## config.mk

```make
export PLATFORM = sky130hd
export DESIGN_NAME = ram_responder
export DESIGN_NICKNAME = d
export VERILOG_FILES = /design/src/rtl/mem_if_pkg.sv /design/src/rtl/byte_merge.sv /design/src/rtl/ram_responder.sv
export SDC_FILE = /design/constraint.sdc
export NUM_CORES = 1
export LEC_CHECK = 0
export ABC_AREA = 1
export BUFFER_PORTS_ARGS = -buffer_cell sky130_fd_sc_hd__buf_2
export CORE_MARGIN = 2
export CORE_UTILIZATION = 45
export CTS_CLUSTER_DIAMETER = 40
export DETAILED_ROUTE_END_ITERATION = 16
export PLACE_DENSITY = 0.64
export SYNTH_ARGS = -nofsm -noshare
export SYNTH_HDL_FRONTEND = slang
export SYNTH_HIERARCHICAL = 1
export SYNTH_SLANG_ARGS = --single-unit
```

## constraint.sdc

```tcl
create_clock -name clk -period 2.7 [get_ports clk]
set_input_delay 0.135 -clock clk [delete_from_list [all_inputs] [get_ports clk]]
set_output_delay 0.135 -clock clk [all_outputs]
set_load 0.01 [all_outputs]
```

## src/rtl/mem_if_pkg.sv

```systemverilog
`default_nettype none
// ============================================================================
//  Module      : mem_if_pkg
//  Description : Shared definitions for the request/response memory interface:
//                FSM state encoding, default widths and a byte-merge helper.
//                The helper works at the default width and is meant for
//                reference models on the initiator side.
//  Revision    : 1.0 - initial release
// ============================================================================
package mem_if_pkg;

  localparam int ADDR_W_DEF = 4;
  localparam int DATA_W_DEF = 16;

  typedef enum logic [0:0] {
    IDLE = 1'b0,
    RESP = 1'b1
  } state_t;

  // Byte i of the result comes from wdata when wmask[i] is set, else from old.
  function automatic logic [DATA_W_DEF-1:0] merge_bytes(
    input logic [DATA_W_DEF-1:0]   old,
    input logic [DATA_W_DEF-1:0]   wdata,
    input logic [DATA_W_DEF/8-1:0] wmask
  );
    logic [DATA_W_DEF-1:0] res;
    res = old;
    for (int i = 0; i < DATA_W_DEF/8; i++) begin
      if (wmask[i]) res[8*i +: 8] = wdata[8*i +: 8];
    end
    return res;
  endfunction

endpackage
`default_nettype wire

```

## src/rtl/byte_merge.sv

```systemverilog
`default_nettype none
// ============================================================================
//  Module      : byte_merge
//  Description : Combinational masked byte merge.
//                o_merged byte i = i_wmask[i] ? i_wdata byte i : i_old byte i
//  Ports       : i_old    [DATA_W]   current word
//                i_wdata  [DATA_W]   new data
//                i_wmask  [DATA_W/8] byte enables
//                o_merged [DATA_W]   merged word
//  Revision    : 1.0 - initial release
// ============================================================================
module byte_merge #(
  parameter int DATA_W = 16
) (
  input  logic [DATA_W-1:0]   i_old,
  input  logic [DATA_W-1:0]   i_wdata,
  input  logic [DATA_W/8-1:0] i_wmask,
  output logic [DATA_W-1:0]   o_merged
);

  for (genvar i = 0; i < DATA_W/8; i++) begin : g_byte
    assign o_merged[8*i +: 8] = i_wmask[i] ? i_wdata[8*i +: 8] : i_old[8*i +: 8];
  end

endmodule
`default_nettype wire

```

## src/rtl/ram_responder.sv

```systemverilog
`default_nettype none
// ============================================================================
//  Module      : ram_responder
//  Description : Memory-side target. Accepts one read/write request at a time,
//                performs it on an internal register-file RAM and returns one
//                registered response with valid/ready backpressure. The last
//                successfully written word is exposed on mem_store.
//  Ports       : clk, rst                   clock, sync active-high reset
//                req_valid/req_ready        request handshake
//                req_we/addr/wdata/wmask    request fields
//                rsp_valid/rsp_ready        response handshake
//                rsp_rdata/rsp_err          response payload
//                mem_store                  last written (merged) word
//  Revision    : 1.0 - initial release
// ============================================================================
module ram_responder
  import mem_if_pkg::*;
#(
  parameter int ADDR_W = ADDR_W_DEF,
  parameter int DATA_W = DATA_W_DEF,
  parameter int DEPTH  = 12
) (
  input  logic                clk,
  input  logic                rst,
  input  logic                req_valid,
  output logic                req_ready,
  input  logic                req_we,
  input  logic [ADDR_W-1:0]   req_addr,
  input  logic [DATA_W-1:0]   req_wdata,
  input  logic [DATA_W/8-1:0] req_wmask,
  output logic                rsp_valid,
  input  logic                rsp_ready,
  output logic [DATA_W-1:0]   rsp_rdata,
  output logic                rsp_err,
  output logic [DATA_W-1:0]   mem_store
);

  // Depth widened by one bit so DEPTH == 2**ADDR_W still compares correctly.
  localparam logic [ADDR_W:0] c_depth = DEPTH[ADDR_W:0];

  state_t              state_q, state_d;
  logic [DATA_W-1:0]   ram_q [DEPTH];
  logic [DATA_W-1:0]   ram_d [DEPTH];
  logic [DATA_W-1:0]   rsp_rdata_q, rsp_rdata_d;
  logic                rsp_err_q, rsp_err_d;
  logic [DATA_W-1:0]   mem_store_q, mem_store_d;

  logic                in_range;
  logic [DATA_W-1:0]   old_word;
  logic [DATA_W-1:0]   merged_word;

  assign in_range = ({1'b0, req_addr} < c_depth);
  // Guarded so an out-of-range address never indexes past the array.
  assign old_word = in_range ? ram_q[req_addr] : '0;

  byte_merge #(
    .DATA_W (DATA_W)
  ) u_byte_merge (
    .i_old    (old_word),
    .i_wdata  (req_wdata),
    .i_wmask  (req_wmask),
    .o_merged (merged_word)
  );

  always_comb begin
    state_d     = state_q;
    ram_d       = ram_q;
    rsp_rdata_d = rsp_rdata_q;
    rsp_err_d   = rsp_err_q;
    mem_store_d = mem_store_q;
    case (state_q)
      IDLE: begin
        // req_ready is 1 in IDLE, so accept reduces to req_valid.
        if (req_valid) begin
          state_d = RESP;
          if (in_range) begin
            rsp_err_d = 1'b0;
            if (req_we) begin
              ram_d[req_addr] = merged_word;
              mem_store_d     = merged_word;
              rsp_rdata_d     = merged_word;
            end else begin
              rsp_rdata_d = old_word;
            end
          end else begin
            rsp_err_d   = 1'b1;
            rsp_rdata_d = '0;
          end
        end
      end
      RESP: begin
        if (rsp_ready) state_d = IDLE;
      end
      default: state_d = IDLE;
    endcase
  end

  always_ff @(posedge clk) begin
    if (rst) begin
      state_q     <= IDLE;
      rsp_rdata_q <= '0;
      rsp_err_q   <= 1'b0;
      mem_store_q <= '0;
      for (int i = 0; i < DEPTH; i++) ram_q[i] <= '0;
    end else begin
      state_q     <= state_d;
      rsp_rdata_q <= rsp_rdata_d;
      rsp_err_q   <= rsp_err_d;
      mem_store_q <= mem_store_d;
      ram_q       <= ram_d;
    end
  end

  // All outputs come straight from flops: no combinational input-to-output path.
  assign req_ready = (state_q == IDLE);
  assign rsp_valid = (state_q == RESP);
  assign rsp_rdata = rsp_rdata_q;
  assign rsp_err   = rsp_err_q;
  assign mem_store = mem_store_q;

endmodule
`default_nettype wire
```

Yosys cells after proc, flatten, opt, wreduce, memory -nomap -nowiden. Cells that the tools add are included.

Add/sub/neg operators: 0. $mul: 0. Divide/modulo/power cells: 0. Magnitude comparators: 3. Equality and inequality tests: 0. Shift-type cells: 0. Mux-type cells: 15. Bitwise gates (word level): 2. Reduce and logical (&&, ||, !) cells: 3.

Operators with widths (count): bitwise mux 192 bit (1); 2-to-1 mux 16 bit (6); binary-select mux 16 bit (select 4 bit) (1); demux 16 bit (select 4 bit) (1); 2-to-1 mux 8 bit (2); greater-or-equal comparator 5 bit, second input constant (1); less-than comparator 5 x 1 -> 1 bit, second input constant (1); NOT 4 -> 5 bit (1); less-than comparator 4 bit, second input constant (1); AND reduction 4 bit (1); 2-to-1 mux 1 bit (3); case mux 1 bit (2 select lines) (1); AND reduction 2 bit (1); logical AND 1 bit (1); NOT 1 bit (1).

Bits in registers: 226. Bits in latches: 0. Memory bits (writable): 0. Memory bits (read-only): 0. Bits of input ports: 27. Output and inout port bits: 35. Logic and storage cells: 39. Memories kept: 0.

Logic depth before layout (Yosys ltp).
Depth in word-level cells: 8. Gate-level depth with buffers: 14. Mapped depth without buffers: 11.

By module. The synthesis kept the hierarchy.

Modules (own cells, without submodules): ram_responder (instances 1, cells each 1552, area an instance 10188.5 µm², seq. area each 4524.3 µm²); byte_merge (instances 1, cells each 52, area an instance 210.2 µm², seq. area each 0.0 µm²).

Least setup slack after synthesis. OpenSTA, ideal clock, no wires.

Path type: input to register. Start: in req_addr[0]. End: reg ram_q[128] in the netlist's numbering. Library setup time: 70 ps. Arrival: 1742 ps. Required time: 2630 ps. Slack: 888 ps. Cell stages on the path: 14. Path buffers: 4. Path through: buf_2 -> buf_2 -> buf_1 -> nand2_1 -> nand2_1 -> nand2_1 -> nand2_1 -> nand2_1 -> nand3_1 -> nand2_1 -> nand2_1 -> clkbuf_1 -> nand2_1 -> a21oi_1.

Cells in the longest elaborated chain, start to end: 7. Elaborated cells between the ends (all ways): 14. Classes of those cells: 3 x order compare; 8 x mux; 1 x bitwise; 2 x reduce/logical.

RTL lines: start, declared (RTL line ram_responder.sv:28) `input logic [ADDR_W-1:0] req_addr,`; NOT 4 -> 5 bit (implied by the code) (RTL line ram_responder.sv:54) `assign old_word = in_range ? ram_q[req_addr] : '0;`; binary-select mux 16 bit (select 4 bit) (RTL line ram_responder.sv:54); 2-to-1 mux 16 bit (implied by the code) (2 in series) (RTL line ram_responder.sv:54); 2-to-1 mux 16 bit * (RTL line ram_responder.sv:54); named net old_word[0] (RTL line ram_responder.sv:49) `logic [DATA_W-1:0] old_word;`; 2-to-1 mux 8 bit * (RTL line byte_merge.sv:22) `assign o_merged[8*i +: 8] = i_wmask[i] ? i_wdata[8*i +: 8] : i_old[8*i +: 8];`; named net merged_word[0] (RTL line ram_responder.sv:50) `logic [DATA_W-1:0] merged_word;`; bitwise mux 192 bit * (RTL line ram_responder.sv:79) `ram_d[req_addr] = merged_word;`; end signal, assigned (RTL line ram_responder.sv:110) `ram_q <= ram_d;`; end, declared (RTL line ram_responder.sv:42) `logic [DATA_W-1:0] ram_q [DEPTH];`.

The timed path passes the listed nets; every way through them passes the cells marked *. The select of a mux whose other input is x is not followed. A chain may end at the register's enable or synchronous reset.

Worst setup path after layout.
Start: reg ram_q[118] in the netlist's numbering. End: reg rsp_rdata_q[6], in the netlist rsp_rdata[6].

Cells in the longest elaborated chain, start to end: 7.

RTL lines: binary-select mux 16 bit (select 4 bit) (RTL line ram_responder.sv:54); 2-to-1 mux 16 bit (implied by the code) (2 in series) (RTL line ram_responder.sv:54); 2-to-1 mux 16 bit (RTL line ram_responder.sv:54); named net old_word[6] (RTL line ram_responder.sv:49); 2-to-1 mux 8 bit (RTL line byte_merge.sv:22); named net merged_word[6] (RTL line ram_responder.sv:50); 2-to-1 mux 16 bit (RTL line ram_responder.sv:78) `if (req_we) begin`; 2-to-1 mux 16 bit (RTL line ram_responder.sv:76) `if (in_range) begin`; end signal, assigned (RTL line ram_responder.sv:107) `rsp_rdata_q <= rsp_rdata_d;`; end, declared (RTL line ram_responder.sv:44) `logic [DATA_W-1:0] rsp_rdata_q, rsp_rdata_d;`.

The timed path passes the listed nets, and every way through them passes these cells. The select of a mux whose other input is x is not followed.

==> flow_summary_export.csv <==
group,metric,value,unit
logic_synthesis,yosysTopAreaCellShare,43.5,%
critical_path,worst_path_most_repeated_cell,"nand2_1",
clock_network,htree_levels,2,
grt,grt_max_degree,100,
logic_synthesis,synthArstFlopShare,0,%
floorplanning,dieArea,24300,um2
logic_synthesis,yosys.area.top_type,"dfxtp_1",
critical_path,path_class,"reg -> reg",
floorplanning,die_x,156,um
grt,grt_pass1_wl,51300,um
critical_path,start_kind,"register",
flow_run,maxCapViolCount,0,
timing,finalHoldViolCount,0,
logic_synthesis,synthCells,1604,
timing,fin_crit_sh,68.5,%
clock_network,clkTransAtPathRegs,0.06,ns
drt,remaining_drc_errors,0,
layout,area_delta_synth_final,18.4,%
layout,multiInputGateArea,5150,um2
critical_path,crit_required,3.08,ns
logic_synthesis,post-synth-top-count-cell,"nand2_1",
clock_network,cts_num_sinks,226,
power_and_ir_drop,power_density,695,nW/um2
logic_synthesis,syn_area,10400,um2
clock_network,hold_buffers,3,
logic_synthesis,ys_types,24,
layout,diodes,0,
critical_path,cp-end-kind,"register",
placement,io_buffers,61,
critical_path,critPathArrivalTime,2.23,ns
power_and_ir_drop,peakVddDrop,0.448,mV
layout,ff_latch_area,4520,um2
critical_path,crit_chain,"nand2_1 -> nand2_1 -> nand2_1 -> nand2_1 -> nand2_1 -> nand3_1 -> nand2_1 -> nand2_1 -> a22oi_1 -> a21oi_1",
timing,setup_tns,0,ns
floorplanning,io_pins,62,
placement,dpl-instance-area,11000,um2
timing,period_needed,1.85,ns
floorplanning,initial_core_util,45.9,%
layout,fillers,2221,
grt,antenna_found_initial,0,
placement,hpwlAfterDp,20400,um
critical_path,crit_buf_inv,0,
layout,drive_gt1_share,12.2,%
timing,tightest_slew,0.698,ns
clock_network,clk_latency,0.52,ns
clock_network,cts_made_buffers,35,
grt,grt_overflow_total,0,
clock_network,cts_resized,0,
timing,skew,0.0282,ns
placement,place.gp.congestion,0.863,
timing,timing.slew.headroom,53.4,%
timing,rsz0062_at_grt,"no",
drt,ant_nets,0,
drt,first_iter_violations,1055,
logic_synthesis,dominantRegCellSynth,"dfxtp_1",
drt,dr.pass1.iters,9,
drt,vias_per_cell,5.28,
timing,slew_violations,0,
drt,wire_per_inst,16.7,um
floorplanning,fp-row-count,55,
critical_path,reg2reg_setup_slack,0.85,ns
logic_synthesis,seq_area_frac_synth,43.5,%
power_and_ir_drop,power_leakage,5.15,nW
logic_synthesis,synth_common_cells,"nand2_1 (899), dfxtp_1 (226), a21oi_1 (195)",
critical_path,max_stage_delay,0.41,ns
layout,final_area,12300,um2
worst_hold_path,hp-class,"in -> reg",
logic_synthesis,synthTopCellsByArea,"dfxtp_1 (44%), nand2_1 (32%), a21oi_1 (9.4%)",
logic_synthesis,syn_nets,1631,
critical_path,path_max_fanout,14,
critical_path,slowest_stage,"nand2_1",
logic_synthesis,ys_ff_latch,226,
timing,setup_viol,0,
floorplanning,core_area,22600,um2
critical_path,critPathTopFamily,"simple AND/OR/NAND/NOR gates",
clock_network,cts_max_path_buffers,3,
clock_network,cts_setup_buffers,0,
timing,fmax,540,MHz
logic_synthesis,syn_area_per_cell,6.48,um2
floorplanning,die_h,156,um
drt,wirelength,32700,um
logic_synthesis,synth_enable_flop_cells,0,
grt,grt_util_all_layers,26.6,%
run_status,outcome,"complete, no violations",
logic_synthesis,yosysWarnings,6,
drt,vias,10300,
grt,grt_pass1_vias,9252,
layout,nets,1669,
clock_network,cts_tree,"yes",
clock_network,cts_root_buffer,"clkbuf_16",
-- stage by stage --
stage / hold slack [ns] / std cells / utilization [%] / power, W / worst slack (ns)
final: 0.0674 / 1952 / 54.4 / 0.00855 / 0.849
after global routing: 0.0703 / 1952 / 54.4 / 0.00880 / 0.736
after CTS: 0.0571 / 1952 / 54.4 / 0.00861 / 0.906
after detailed placement: 0.406 / 1887 / 48.8 / 0.00392 / 0.530
after global placement: 0.396 / 1887 / 48.8 / 0.00392 / 0.489
after floorplan: 0.313 / 1604 / - / 0.00372 / 0.888
-- logic make-up after synthesis --
kind of cell           Yosys count  synth area share, %
AO/OA/AOI/OAI                  244                 12.9
buffers and inverters          166                 6.93
flip-flops                     226                 43.5
AND/OR/NAND/NOR                968                 36.7
-- metal layers --
metal  track usage [%]  wire length [um]
met1              38.3             14900
met2              40.1             14400
met3              4.19              2520
met4              10.0               881
met5                 0                 0
-- area by class of cell --
type,count,share of cell area [%]
clock buffer,42,7.91
clock inverter,20,2.07
inverter,54,1.69
multi-input combinational,1212,41.9
sequential,226,36.8
tap,285,2.90
timing repair buffer,113,6.80
-- sequential cells by signal, indices dropped and copies added (netlist names) --
signal / count
mem_store: 16
ram_q: 192
rsp_err: 1
rsp_rdata: 16
rsp_valid: 1
-- placed cells by master (no fill, tap or decap), drive strengths merged, types with 16 or more instances in the layout --
cell / netlist / routed
buf: 46 / 110
a22oi: 16 / 16
nor2: 37 / 37
dfxtp: 226 / 226
nand3: 17 / 17
clkbuf: 66 / 42
a21oi: 195 / 195
nand2: 901 / 901
inv: 53 / 58
a211oi: 32 / 32
-- path summary, 6_finish.rpt --
check	startpoint	to	cells past startpoint
worst max-delay path	ram_q[118]$_SDFFE_PP0P_	rsp_rdata[6]$_SDFFE_PP0P_	10
worst min register to register	ram_q[113]$_SDFFE_PP0P_	ram_q[113]$_SDFFE_PP0P_	2
worst max register to register	ram_q[118]$_SDFFE_PP0P_	rsp_rdata[6]$_SDFFE_PP0P_	10
worst min-delay path	rst	rsp_rdata[7]$_SDFFE_PP0P_	2
-- where the power goes --
| part | switching [W] | internal [W] |
|---|---|---|
| sequential | 0.0000147 | 0.00336 |
| clock | 0.00171 | 0.00299 |
| combinational | 0.000363 | 0.000116 |
| total | 0.00209 | 0.00647 |
Power figures use the tool's default switching activity.
